<file path="config.mk">
export PLATFORM = sky130hd
export DESIGN_NAME = stack_sequencer
export DESIGN_NICKNAME = d
export VERILOG_FILES = /design/src/rtl/stack_sequencer.sv
export SDC_FILE = /design/constraint.sdc
export NUM_CORES = 1
export LEC_CHECK = 0
export CORE_MARGIN = 2
export CORE_UTILIZATION = 50
export CTS_BUF_LIST = sky130_fd_sc_hd__clkbuf_2 sky130_fd_sc_hd__clkbuf_4 sky130_fd_sc_hd__clkbuf_8
export CTS_CLUSTER_SIZE = 20
export DETAILED_ROUTE_END_ITERATION = 6
export HOLD_SLACK_MARGIN = 0.05
export PLACE_DENSITY_LB_ADDON = 0.2
export SLEW_MARGIN = 20
export SYNTH_ARGS = -nofsm -noshare
export SYNTH_HDL_FRONTEND = slang
export SYNTH_SLANG_ARGS = --single-unit
</file>
<file path="constraint.sdc">
create_clock -name clk -period 4.8 [get_ports clk]
set_input_delay 0.72 -clock clk [delete_from_list [all_inputs] [get_ports clk]]
set_output_delay 0.72 -clock clk [all_outputs]
set_load 0.005 [all_outputs]
</file>
<file path="src/rtl/stack_sequencer.sv">
// Hardware call/return/interrupt stack engine: moves the PC (as two 16-bit halves)
// and, for interrupts, the flags between the core and a 16-bit data memory.
module stack_sequencer #(
  parameter logic [31:0] SP_INIT = 32'h0000_0FFF
) (
  input  logic        clk,
  input  logic        rst,
  input  logic        call,
  input  logic        ret,
  input  logic        rti,
  input  logic        interrupt,
  input  logic [31:0] pc_in,
  input  logic [2:0]  ccr_in,
  input  logic [15:0] mem_rdata,
  output logic [31:0] mem_addr,
  output logic [15:0] mem_wdata,
  output logic        mem_wr,
  output logic        mem_rd,
  output logic        stall,
  output logic [31:0] pc_out,
  output logic        pc_load,
  output logic [2:0]  ccr_out,
  output logic        ccr_load,
  output logic        int_ack,
  output logic [31:0] sp
);

  typedef enum logic [2:0] {
    IDLE, PUSH_HI, PUSH_LO, PUSH_CCR, POP_CCR, POP_LO, POP_HI, FINISH
  } state_t;

  state_t      state, state_nxt;
  logic [31:0] sp_q, pc_lat;
  logic [2:0]  ccr_lat, ccr_pop;
  logic [15:0] lo_q;
  logic        int_pending, is_int, is_rti;
  logic        accept, take_int, take_rti;

  // Request semantics: call/ret/rti/interrupt are sampled only while IDLE; the
  // highest-priority one is accepted and the rest are dropped. An interrupt seen
  // while busy is remembered in int_pending and served at the next IDLE cycle.
  always_comb begin
    state_nxt = state;
    accept    = 1'b0;
    take_int  = 1'b0;
    take_rti  = 1'b0;
    case (state)
      IDLE: begin
        if (!rst) begin
          if (interrupt || int_pending) begin
            accept = 1'b1; take_int = 1'b1; state_nxt = PUSH_HI;
          end else if (rti) begin
            accept = 1'b1; take_rti = 1'b1; state_nxt = POP_CCR;
          end else if (ret) begin
            accept = 1'b1; state_nxt = POP_LO;
          end else if (call) begin
            accept = 1'b1; state_nxt = PUSH_HI;
          end
        end
      end
      PUSH_HI:  state_nxt = PUSH_LO;
      PUSH_LO:  state_nxt = is_int ? PUSH_CCR : IDLE;
      PUSH_CCR: state_nxt = IDLE;
      POP_CCR:  state_nxt = POP_LO;
      POP_LO:   state_nxt = POP_HI;
      POP_HI:   state_nxt = FINISH;
      FINISH:   state_nxt = IDLE;
      default:  state_nxt = IDLE;
    endcase
  end

  // Every output is forced low while rst is high, whatever state was left behind.
  always_comb begin
    mem_wr    = 1'b0;
    mem_rd    = 1'b0;
    mem_addr  = '0;
    mem_wdata = '0;
    pc_out    = '0;
    pc_load   = 1'b0;
    ccr_out   = '0;
    ccr_load  = 1'b0;
    int_ack   = 1'b0;
    stall     = !rst && ((state != IDLE) || accept);
    if (!rst) begin
      case (state)
        PUSH_HI: begin
          mem_wr = 1'b1; mem_addr = sp_q; mem_wdata = pc_lat[31:16];
        end
        PUSH_LO: begin
          mem_wr = 1'b1; mem_addr = sp_q; mem_wdata = pc_lat[15:0];
        end
        PUSH_CCR: begin
          mem_wr = 1'b1; mem_addr = sp_q; mem_wdata = {13'b0, ccr_lat}; int_ack = 1'b1;
        end
        POP_CCR, POP_LO, POP_HI: begin
          mem_rd = 1'b1; mem_addr = sp_q + 32'd1;
        end
        FINISH: begin
          pc_load  = 1'b1;
          pc_out   = {mem_rdata, lo_q};
          ccr_load = is_rti;
          ccr_out  = is_rti ? ccr_pop : 3'b0;
        end
        default: ;
      endcase
    end
  end

  always_ff @(posedge clk) begin
    if (rst) begin
      state       <= IDLE;
      sp_q        <= SP_INIT;
      int_pending <= 1'b0;
      pc_lat      <= '0;
      ccr_lat     <= '0;
      ccr_pop     <= '0;
      lo_q        <= '0;
      is_int      <= 1'b0;
      is_rti      <= 1'b0;
    end else begin
      state <= state_nxt;
      if (mem_wr)      sp_q <= sp_q - 32'd1;
      else if (mem_rd) sp_q <= sp_q + 32'd1;
      if (accept) begin
        pc_lat  <= pc_in;
        ccr_lat <= ccr_in;
        is_int  <= take_int;
        is_rti  <= take_rti;
      end
      if (take_int)                            int_pending <= 1'b0;
      else if (interrupt && (state != IDLE))   int_pending <= 1'b1;
      // Read data lags its strobe by one cycle, so each pop state captures the
      // word requested by the previous one.
      if (state == POP_LO && is_rti) ccr_pop <= mem_rdata[2:0];
      if (state == POP_HI)           lo_q    <= mem_rdata;
    end
  end

  assign sp = sp_q;

endmodule

</file>
==> results of run 1 <==
[area by class of cell]
| class | instances | area, µm² |
|---|---|---|
| fill | 977 | 3640 |
| clock inverter | 5 | 62.6 |
| tap | 143 | 179 |
| clock buffer | 10 | 131 |
| timing repair buffer | 187 | 1860 |
| inverter | 10 | 37.5 |
| sequential | 92 | 1840 |
| multi-input combinational | 617 | 3570 |
[how the worst min path moves through the flow]
stage	start	end	slack, ps	cells past startpoint
final	lo_q[15]$_SDFFE_PP0N_	lo_q[15]$_SDFFE_PP0N_	450	2
after detailed placement	lo_q[15]$_SDFFE_PP0N_	lo_q[15]$_SDFFE_PP0N_	440	2
after global placement	lo_q[14]$_SDFFE_PP0N_	lo_q[14]$_SDFFE_PP0N_	440	2
after CTS	lo_q[15]$_SDFFE_PP0N_	lo_q[15]$_SDFFE_PP0N_	460	2
after global routing	lo_q[13]$_SDFFE_PP0N_	lo_q[13]$_SDFFE_PP0N_	480	2
after floorplan	lo_q[0]$_SDFFE_PP0N_	lo_q[0]$_SDFFE_PP0N_	430	2
[stage by stage]
stage | total power [mW] | setup WS (ps) | instances
global route | 2.32 | 359 | 1064
CTS | 2.19 | 594 | 1063
global placement | 1.64 | 1090 | 1048
detailed placement | 1.66 | 1020 | 1048
finish | 2.20 | 528 | 1064
floorplan | 1.38 | 2050 | 792
[synth_stat cells, types with 7 or more instances]
master    number  area, µm²
dfxtp_1       92       1840
xnor2_1        7       61.3
nor3_1        25        125
nand2_1      154        578
or3_1          7       43.8
clkbuf_1      57        214
and2_1        38        238
a31oi_1       14       87.6
a22oi_1       22        165
nand4_1       14       87.6
nor2_1        58        218
inv_1         10       37.5
nand3_1       15       75.1
o21ai_0       76        380
mux2_1         8       90.1
nor4_1        15       93.8
nor2b_1       10       62.6
buf_2          7       35.0
mux2i_1        7       70.1
or4_1          8       60.1
a21oi_1       38        190
and3_1        10       62.6
[critical path, delay by kind of cell, from the launching register on]
kind	cells	cell delay [ps]
AO/OA/AOI/OAI	2	370
buffers and inverters	1	560
flip-flops	1	590
AND/OR/NAND/NOR	3	1650
[cell families after synthesis]
group	share of synthesized area (%)
xor gates and xnor gates	1.98
and+or+nand+nor	35.0
buffers and inverters	5.97
AOI/OAI and AO/OA	20.5
muxes	4.03
adders and majority gates	0.436
DFF	32.1
[flip-flops by register name, summed over array words and instances, names as in the netlist]
register and cells:
ccr_lat 3, ccr_pop 3, int_pending 1, is_int 1
is_rti 1, lo_q 16, pc_lat 32, sp 32
state 3
[power by group]
part	internal (mW)	switching, mW	leakage [nW]
clock network	0.247	0.291	0.0924
registers	0.843	0.104	0.752
logic	0.320	0.397	1.91
[metal layers]
layer	vias to the layer above	routed length [µm]
li1	3030	-
met1	2890	7400
met2	312	8160
met3	49	1560
met4	0	408
met5	-	0
[cells in the final DEF (no fill, tap or decap), drive strengths merged, types with 2 or more instances in the layout]
cell / Yosys / routed
clkdlybuf4s50: 0 / 176
nand2: 155 / 155
dfxtp: 92 / 92
o21ai: 77 / 77
nor2: 58 / 58
and2: 38 / 38
a21oi: 38 / 38
nor3: 28 / 28
a22oi: 23 / 23
nor4: 22 / 22
nand3: 16 / 16
nand4: 14 / 14
a31oi: 14 / 14
mux2: 14 / 14
inv: 10 / 11
buf: 16 / 11
and3: 10 / 10
clkbuf: 57 / 10
nor2b: 10 / 10
or4: 9 / 9
or3: 8 / 8
mux2i: 7 / 7
xnor2: 7 / 7
and4: 6 / 6
o21a: 6 / 6
xor2: 6 / 6
or2: 5 / 5
o31ai: 5 / 5
nand2b: 4 / 4
o22ai: 3 / 3
a21boi: 3 / 3
a211oi: 3 / 3
a22o: 2 / 2
a41o: 2 / 2
o32ai: 2 / 2
ha: 2 / 2
clkinvlp: 0 / 2
nor3b: 2 / 2
==> results.md, run 1 <==
* Outcome: complete, no violations
* Die Height at 111 µm
* CP peak stage delay at 740 ps
* Period utilisation layout at 89.0%
* Crit Path Class: register to output port
* Largest net degree at the start of global routing at 59
* Hold-fix buffers at CTS at 0
* Crit start category: register
* Post-CTS Setup Bufs at 0
* Max FO, Critical Path at 15
* Post-cts resize count at 0
* Post-Route WL at 17.5 mm
* R2R Path Start: sp[2]$_SDFFE_PP1P_
* Met1 Use GR at 35.7%
* Min-delay worst type: register to register
* Fin. Hold Viols at 0
* Initial core utilization at 50.7%
* Post-synth EDFFs at 0
* Yosys cell types at 71
* Met3 Use GR at 6.72%
* Initial antenna violation count at 0
* PwrDens at 287 nW/µm²
* WHS at 452 ps
* Rows at 39
* Antenna cells at 0
* CTS tree: yes
* Cell Chain, Critical Path: nand3_1 -> or4_1 -> nor4_1 -> a21oi_1 -> a31oi_1 -> clkdlybuf4s50_1
* Detail Placement HPWL at 12.6 mm
* Flop and latch count out of synthesis at 92
* Crit path DAT at 3550 ps
* Crit path from: sp[2]$_SDFFE_PP1P_
* Area of the core at 11,300 µm²
* Area Growth Syn to Fin at 33.9%
* Clock skew at 13.6 ps
* Pleak at 2.75 nW
* DRT antenna net count at 0
* Vias/cell at 5.90
* Final TNS setup at 0 ps
* Vias in the first global route at 5,625
* Tot GR Track Use at 26.9%
* Warning count from the yosys run at 0
* R2R setup slack at 1980 ps
* Global-route wire length before repair at 27.8 mm
* Max Slew Vio Count at 0
* Fin nets at 976
* Num Clock Sinks at 92
* Total die area at 12,300 µm²
* Worst relative slew slack at 43.2%
* Io pins at 178
* Critical R2R Capture: sp[22]$_SDFFE_PP0P_
* Starting DRT DRC Count at 544
* FF-to-FF path depth at 5
* Drt wl/cell at 16.5 µm
* Synth Flop Type: dfxtp_1
* Synth Instances at 792
* Slowest cell on the critical path: or4_1
* Setup violations, final at 0
* Finished Cell Area at 7680 µm²
* DRC Markers at 0
* Root Driver: clkbuf_8
* Worst-margin pin slew at 852 ps
* Chip width at 111 µm
* Critical path required time at 4080 ps
* GR Util met2 at 42.6%
* Maximum VDD drop at 209 µV
* Mapped Nets at 851
* Num CTS Buffers at 9
* GR peak layer: met2
* Vias at 6,281
* Port Buffer Count at 177
* FFs w/ async S/R, synth at 0%
* Fin crit period at 4270 ps
* Crit. End Element: output port
* Worst skew pair latency at 370 ps
* Mapped cell area at 5740 µm²
* Syn_area_per_cell at 7.24 µm²
* Share of cells above drive strength 1 at 6.73%
* Worst setup path end: mem_addr[31]
* Remaining Overflow, GRT at 0
* CTS HTree Levels at 3
* Fin util at 67.9%
* DR pass1 iterations at 6
* Clock Path Buffers at 2
* Worst-path clk slew at 90 ps
* Placement Cell Area at 7470 µm²
* Max cap viols at 0
* Seq/Total Area, Yosys at 32.1%
* GPL Wtd Cong at 0.985
* RSZ-0062 raised after global routing: no
* Maximum achievable frequency at 0.234 GHz
Power figures use the tool's default switching activity.
==> run 2: changes to the inputs <==
--- a/config.mk
+++ b/config.mk
@@ -5,8 +5,8 @@
 export SDC_FILE = /design/constraint.sdc
 export NUM_CORES = 1
 export LEC_CHECK = 0
-export CORE_MARGIN = 2
-export CORE_UTILIZATION = 50
+export CORE_MARGIN = 3
+export CORE_UTILIZATION = 49
 export CTS_BUF_LIST = sky130_fd_sc_hd__clkbuf_2 sky130_fd_sc_hd__clkbuf_4 sky130_fd_sc_hd__clkbuf_8
 export CTS_CLUSTER_SIZE = 20
 export DETAILED_ROUTE_END_ITERATION = 6
==> constraint.sdc (replaced) <==
create_clock -name clk -period 4.1 [get_ports clk]
set_input_delay 0.615 -clock clk [delete_from_list [all_inputs] [get_ports clk]]
set_output_delay 0.615 -clock clk [all_outputs]
set_load 0.005 [all_outputs]
==> results.md, run 2 (synthesis gave the netlist of run 1 again) <==
* Crit start category: register
* Die Height at 114 µm (+2.8%)
* Vias/cell at 5.92 (+0.32%)
* Seq pwr share at 43.2% (+0.2 points)
* Port Buffer Count at 177 (unchanged)
* Post-CTS Setup Bufs at 0 (unchanged)
* Max Slew Vio Count at 0 (unchanged)
* R2R Path Start: sp[0]$_SDFFE_PP1P_
* Fin. Hold Viols at 0 (unchanged)
* Remaining Overflow, GRT at 0 (unchanged)
* Slowest cell on the critical path: or3_1
* CTS tree: yes
* Worst setup path end: mem_addr[30]
* CP bufs+invs at 1 (unchanged)
* Internal power at 1.60 mW (+13%)
* RSZ-0062 raised after global routing: no
* Chip width at 114 µm (+2.8%)
* Io pins at 178 (unchanged)
* Register Area at 1840 µm² (unchanged)
* Rows at 38 (-2.6%)
* DRC Markers at 0 (unchanged)
* PwrDens at 330 nW/µm² (+15%)
* Clock skew at 12.3 ps (-1.37 ps)
* Critical R2R Capture: sp[20]$_SDFFE_PP0P_
* Largest net degree at the start of global routing at 70 (+19%)
* Share of cells above drive strength 1 at 7.53% (+0.80 points)
* Antenna cells at 0 (unchanged)
* Crit path from: sp[1]$_SDFFE_PP1P_
* Num CTS Buffers at 9 (unchanged)
* Area Growth Syn to Fin at 34.6%
* Total die area at 13,000 µm² (+5.6%)
* Starting DRT DRC Count at 545 (+0.18%)
* Worst-margin pin slew at 1070 ps (+220 ps)
* Fill cell count at 955 (-2.3%)
* Initial antenna violation count at 0 (unchanged)
* Drt wl/cell at 16.9 µm (+2.6%)
* Crit path depth at 7 (+1)
* Global-route wire length before repair at 28.6 mm (+3.1%)
* Fin nets at 983 (+0.72%)
* Maximum VDD drop at 376 µV (+80%)
* Worst skew pair latency at 370 ps (about the same)
* Outcome: complete, no violations
* CTS HTree Levels at 3 (unchanged)
* Cell Chain, Critical Path: ha_1 -> nand3_1 -> or3_1 -> nor3_2 -> nand2_1 -> o31ai_1 -> clkdlybuf4s50_1
* FF-to-FF path depth at 7 (+2)
* Multi-input gate area at 3590 µm² (+0.53%)
* Worst-path clk slew at 100 ps (about the same)
* CP peak stage delay at 570 ps (-170 ps)
* Crit Path Class: register to output port
* Fin crit period at 3940 ps
* Period utilisation layout at 96.0%
* DRT antenna net count at 0 (unchanged)
* Cell family with most CP delay: simple AND/OR/NAND/NOR gates
* Commonest non-fill, non-tap cell in the layout: clkdlybuf4s50_1
* Tot GR Track Use at 26.8% (-0.10 points)
* GPL Wtd Cong at 0.945 (-4.1%)
* Max FO, Critical Path at 10 (-5)
* R2R setup slack at 1310 ps (-670 ps)
* Final TNS setup at 0 ps (unchanged)
* Logic pwr share at 33.9% (+1.3 points)
* NetSw at 956 µW (+21%)
* Clock power frac at 23.0% (-1.4 points)
* Switching share of power at 37.5% (+1.5 points)
* Vias in the first global route at 5,749 (+2.2%)
* Root Driver: clkbuf_8
* Critical path required time at 3480 ps (-600 ps)
* Area of the core at 11,100 µm² (-1.7%)
* Worst relative slew slack at 28.3% (-15 points)
* Post-Route WL at 18.1 mm (+3.0%)
* Initial core utilization at 51.6% (+0.89 points)
* Detail Placement HPWL at 13.1 mm (+4.0%)
* Min-delay worst type: register to register
* Pleak at 2.79 nW (+1.3%)
* Crit path DAT at 3320 ps (-230 ps)
* Vias at 6,331 (+0.80%)
* WHS at 456 ps (+3.41 ps)
* Setup violations, final at 0 (unchanged)
* Max cap viols at 0 (unchanged)
* Crit. End Element: output port
* Maximum achievable frequency at 0.254 GHz
* Clock Path Buffers at 2 (unchanged)
* DR pass1 iterations at 5 (-1)
* Most frequent cells in the layout: clkdlybuf4s50_1 (176), nand2_1 (154), dfxtp_1 (92)
* Num Clock Sinks at 92 (unchanged)
[run 2: worst min-delay path by stage]
| stage | from | to | slack, ps | cells after the start |
|---|---|---|---|---|
| floorplan | lo_q[0]$_SDFFE_PP0N_ | lo_q[0]$_SDFFE_PP0N_ | 430 | 2 |
| global placement | lo_q[2]$_SDFFE_PP0N_ | lo_q[2]$_SDFFE_PP0N_ | 440 | 2 |
| detailed placement | lo_q[8]$_SDFFE_PP0N_ | lo_q[8]$_SDFFE_PP0N_ | 440 | 2 |
| CTS | lo_q[8]$_SDFFE_PP0N_ | lo_q[8]$_SDFFE_PP0N_ | 460 | 2 |
| global route | lo_q[11]$_SDFFE_PP0N_ | lo_q[11]$_SDFFE_PP0N_ | 470 | 2 |
| finish | lo_q[8]$_SDFFE_PP0N_ | lo_q[8]$_SDFFE_PP0N_ | 460 | 2 |
[run 2: layout make-up]
cell class	instances	area share (%)
Inverter	10	0.486
Clock inverter	7	0.729
Tap cell	140	2.27
Sequential cell	92	23.9
Clock buffer	9	1.60
Timing Repair Buffer	194	24.5
Multi-Input combinational cell	617	46.5
[run 2: power groups by stage]
| stage | registers [mW] | clock network, mW | logic [mW] |
|---|---|---|---|
| 3_5_place_dp | 1.12 | 0 | 0.843 |
| 2_1_floorplan | 1.06 | 0 | 0.551 |
| 6_report | 1.10 | 0.587 | 0.864 |
| 3_3_place_gp | 1.10 | 0 | 0.822 |
| 5_1_grt | 1.12 | 0.626 | 0.950 |
| 4_1_cts | 1.10 | 0.594 | 0.850 |
[run 2: metal layers]
layer,GRT usage (%),up-vias,part of all wire [%]
li1,-,3054,-
met2,42.1,313,46
met1,37.0,2927,44
met3,4.33,37,8.1
met4,10.1,0,2.5
met5,0,-,0
[run 2: worst min-delay path, delay by kind of cell (launching register included)]
family | cells | cell delay (ps)
flip-flops | 1 | 320
AO/OA/AOI/OAI | 1 | 50
AND/OR/NAND/NOR | 1 | 50
[run 2: through the flow]
stage          total power, mW  instance area, µm²  cells  util (%)  worst slack (ps)
3_3_place_gp              1.93                7510   1053      67.5               704
3_5_place_dp              1.96                7510   1053      67.5               570
2_1_floorplan             1.61                5740    792         -              1460
4_1_cts                   2.54                7690   1069      69.2               153
5_1_grt                   2.69                7720   1069      69.4              5.08
6_report                  2.55                7720   1069      69.4               164
[run 2: what timing repair did]
action,in CTS,in global routing
endpoints found under the hold margin,0,0
hold buffers,0,0
gates resized for setup,0,4
endpoints found under the setup margin,0,3
==> run 3: changes to the inputs <==
--- a/config.mk
+++ b/config.mk
@@ -7,11 +7,12 @@
 export LEC_CHECK = 0
 export CORE_MARGIN = 3
 export CORE_UTILIZATION = 49
-export CTS_BUF_LIST = sky130_fd_sc_hd__clkbuf_2 sky130_fd_sc_hd__clkbuf_4 sky130_fd_sc_hd__clkbuf_8
+export CTS_BUF_LIST = sky130_fd_sc_hd__clkbuf_8
 export CTS_CLUSTER_SIZE = 20
 export DETAILED_ROUTE_END_ITERATION = 6
 export HOLD_SLACK_MARGIN = 0.05
 export PLACE_DENSITY_LB_ADDON = 0.2
+export REMOVE_ABC_BUFFERS = 1
 export SLEW_MARGIN = 20
 export SYNTH_ARGS = -nofsm -noshare
 export SYNTH_HDL_FRONTEND = slang
==> results.md, run 3 (synthesis gave the netlist of run 1 again) <==
* Outcome: complete, no violations
* Crit path DAT at 3350 ps (+30 ps)
* Root Driver: clkbuf_8
* Vias in the first global route at 6,103 (+6.2%)
* Max cap viols at 0 (unchanged)
* Final TNS setup at 0 ps (unchanged)
* Worst relative slew slack at 45.9% (+18 points)
* Min-delay worst type: register to register
* Worst Hold Path Cells at 2 (unchanged)
* Tot GR Track Use at 26.9% (+0.14 points)
* Area of the core at 11,100 µm² (unchanged)
* Final setup margin at 137 ps (-26.8 ps)
* Slowest cell on the critical path: or4_1
* Global-route wire length before repair at 29.2 mm (+1.8%)
* Drt wl/cell at 16.9 µm (-0.22%)
* RSZ-0062 raised after global routing: no
* Share of cells above drive strength 1 at 7.24% (-0.30 points)
* Period utilisation layout at 96.7% (+0.65 points)
* Fin. Hold Viols at 0 (unchanged)
* Cell Chain, Critical Path: nand3_2 -> or4_1 -> nor4_1 -> a21oi_1 -> a31oi_1 -> clkdlybuf4s50_1
* Area Growth Syn to Fin at 34.4%
* FF-to-FF path depth at 7 (unchanged)
* Most frequent cells in the layout: clkdlybuf4s50_1 (176), nand2_1 (154), dfxtp_1 (91)
* Maximum VDD drop at 326 µV (-13%)
* Setup violations, final at 0 (unchanged)
* Fin crit period at 3960 ps (+26.8 ps)
* CP peak stage delay at 740 ps (+170 ps)
* Starting DRT DRC Count at 563 (+3.3%)
* Vias/cell at 5.99 (+1.2%)
* Vias at 6,387 (+0.88%)
* Worst-margin pin slew at 810 ps (-261 ps)
* Clock Path Buffers at 2 (unchanged)
* DRT antenna net count at 0 (unchanged)
* Max FO, Critical Path at 12 (+2)
* Initial antenna violation count at 0 (unchanged)
* Crit Path Class: register to output port
* Crit. End Element: output port
* CTS HTree Levels at 3 (unchanged)
* Crit start category: register
* Post-Route WL at 18.0 mm (-0.50%)
* Placement Setup Slack at 482 ps (-88.0 ps)
* Io pins at 178 (unchanged)
* Initial core utilization at 51.6% (unchanged)
* Max Slew Vio Count at 0 (unchanged)
* Largest net degree at the start of global routing at 73 (+4.3%)
* Post-CTS Setup Bufs at 0 (unchanged)
* Placement Cell Area at 7490 µm² (-0.30%)
* Maximum achievable frequency at 0.252 GHz (-0.68%)
* Detail Placement HPWL at 12.9 mm (-1.6%)
* Cell family with most CP delay: simple AND/OR/NAND/NOR gates
* DRC Markers at 0 (unchanged)
* Num Clock Sinks at 92 (unchanged)
* CP bufs+invs at 1 (unchanged)
* Commonest non-fill, non-tap cell in the layout: clkdlybuf4s50_1
* Fin nets at 980 (-0.31%)
* Num CTS Buffers at 9 (unchanged)
* Total Power at 2.58 mW (+1.2%)
* Rows at 38 (unchanged)
* PwrDens at 335 nW/µm² (+1.3%)
* Pleak at 2.80 nW (+0.39%)
* Worst skew pair latency at 360 ps (about the same)
* Chip width at 114 µm (unchanged)
* Finished Cell Area at 7710 µm² (-0.11%)
* Port Buffer Count at 177 (unchanged)
* Remaining Overflow, GRT at 0 (unchanged)
* GPL Wtd Cong at 0.926 (-2.0%)
* DR pass1 iterations at 7 (+2)
* CTS tree: yes
* Worst-path clk slew at 90 ps (about the same)
* Clock skew at 10.6 ps (-1.69 ps)
* Die Height at 114 µm (unchanged)
* Crit path depth at 6 (-1)
* Total die area at 13,000 µm² (unchanged)
* Antenna cells at 0 (unchanged)
* Critical path required time at 3480 ps (about the same)
-- run 3: changes by cell type in the layout (fill, tap and decap cells not counted), sizes merged --
cell | previous run | this run
inv | 13 | 14
bufinv | 0 | 1
clkinvlp | 3 | 0
clkinv | 1 | 2
buf | 18 | 15
-- run 3: metal layers --
layer | up-vias | GRT usage [%] | routed length, µm
met3 | 42 | 5.81 | 1900
met4 | 0 | 9.90 | 362
met1 | 2935 | 35.5 | 7390
li1 | 3036 | - | -
met5 | - | 0 | 0
met2 | 374 | 43.4 | 8320
-- run 3: final cells by class --
cell class,instances,area (µm²)
Clock buffer,9,124
Clock inverter,7,67.6
Fill cell,910,3410
Inverter,10,37.5
Multi-Input combinational cell,617,3590
Sequential cell,92,1840
Tap cell,140,175
Timing Repair Buffer,191,1870
-- run 3: through the flow --
stage | cells | util (%) | hold WS [ps]
floorplan | 719 | - | 426
CTS | 1066 | 69.1 | 455
finish | 1066 | 69.3 | 453
global route | 1066 | 69.3 | 480
global placement | 1050 | 67.3 | 439
detailed placement | 1050 | 67.3 | 443
-- run 3: tightest hold or removal path: stages, from the launching register on --
cell,delay [ps]
dfxtp_1,310
nand2_1,50
a21oi_1,50
-- run 3: power by group --
part           internal (mW)  leakage (nW)  switching [mW]
sequential             0.988         0.752           0.124
combinational          0.375          1.94           0.479
clock                  0.282         0.108           0.335
total                   1.65          2.80           0.937
-- run 3: final timing paths --
check | startpoint | end | slack (ps)
max | sp[3]$_SDFFE_PP1P_ | mem_addr[31] | 140
min | lo_q[8]$_SDFFE_PP0N_ | lo_q[8]$_SDFFE_PP0N_ | 450
max reg2reg | sp[0]$_SDFFE_PP1P_ | sp[14]$_SDFFE_PP0P_ | 1250
min reg2reg | lo_q[8]$_SDFFE_PP0N_ | lo_q[8]$_SDFFE_PP0N_ | 450
-- run 3: repair_timing --
action                     in CTS  in global routing
resized for setup               0                  5
hold buffers                    0                  0
setup endpoints to repair       0                  5
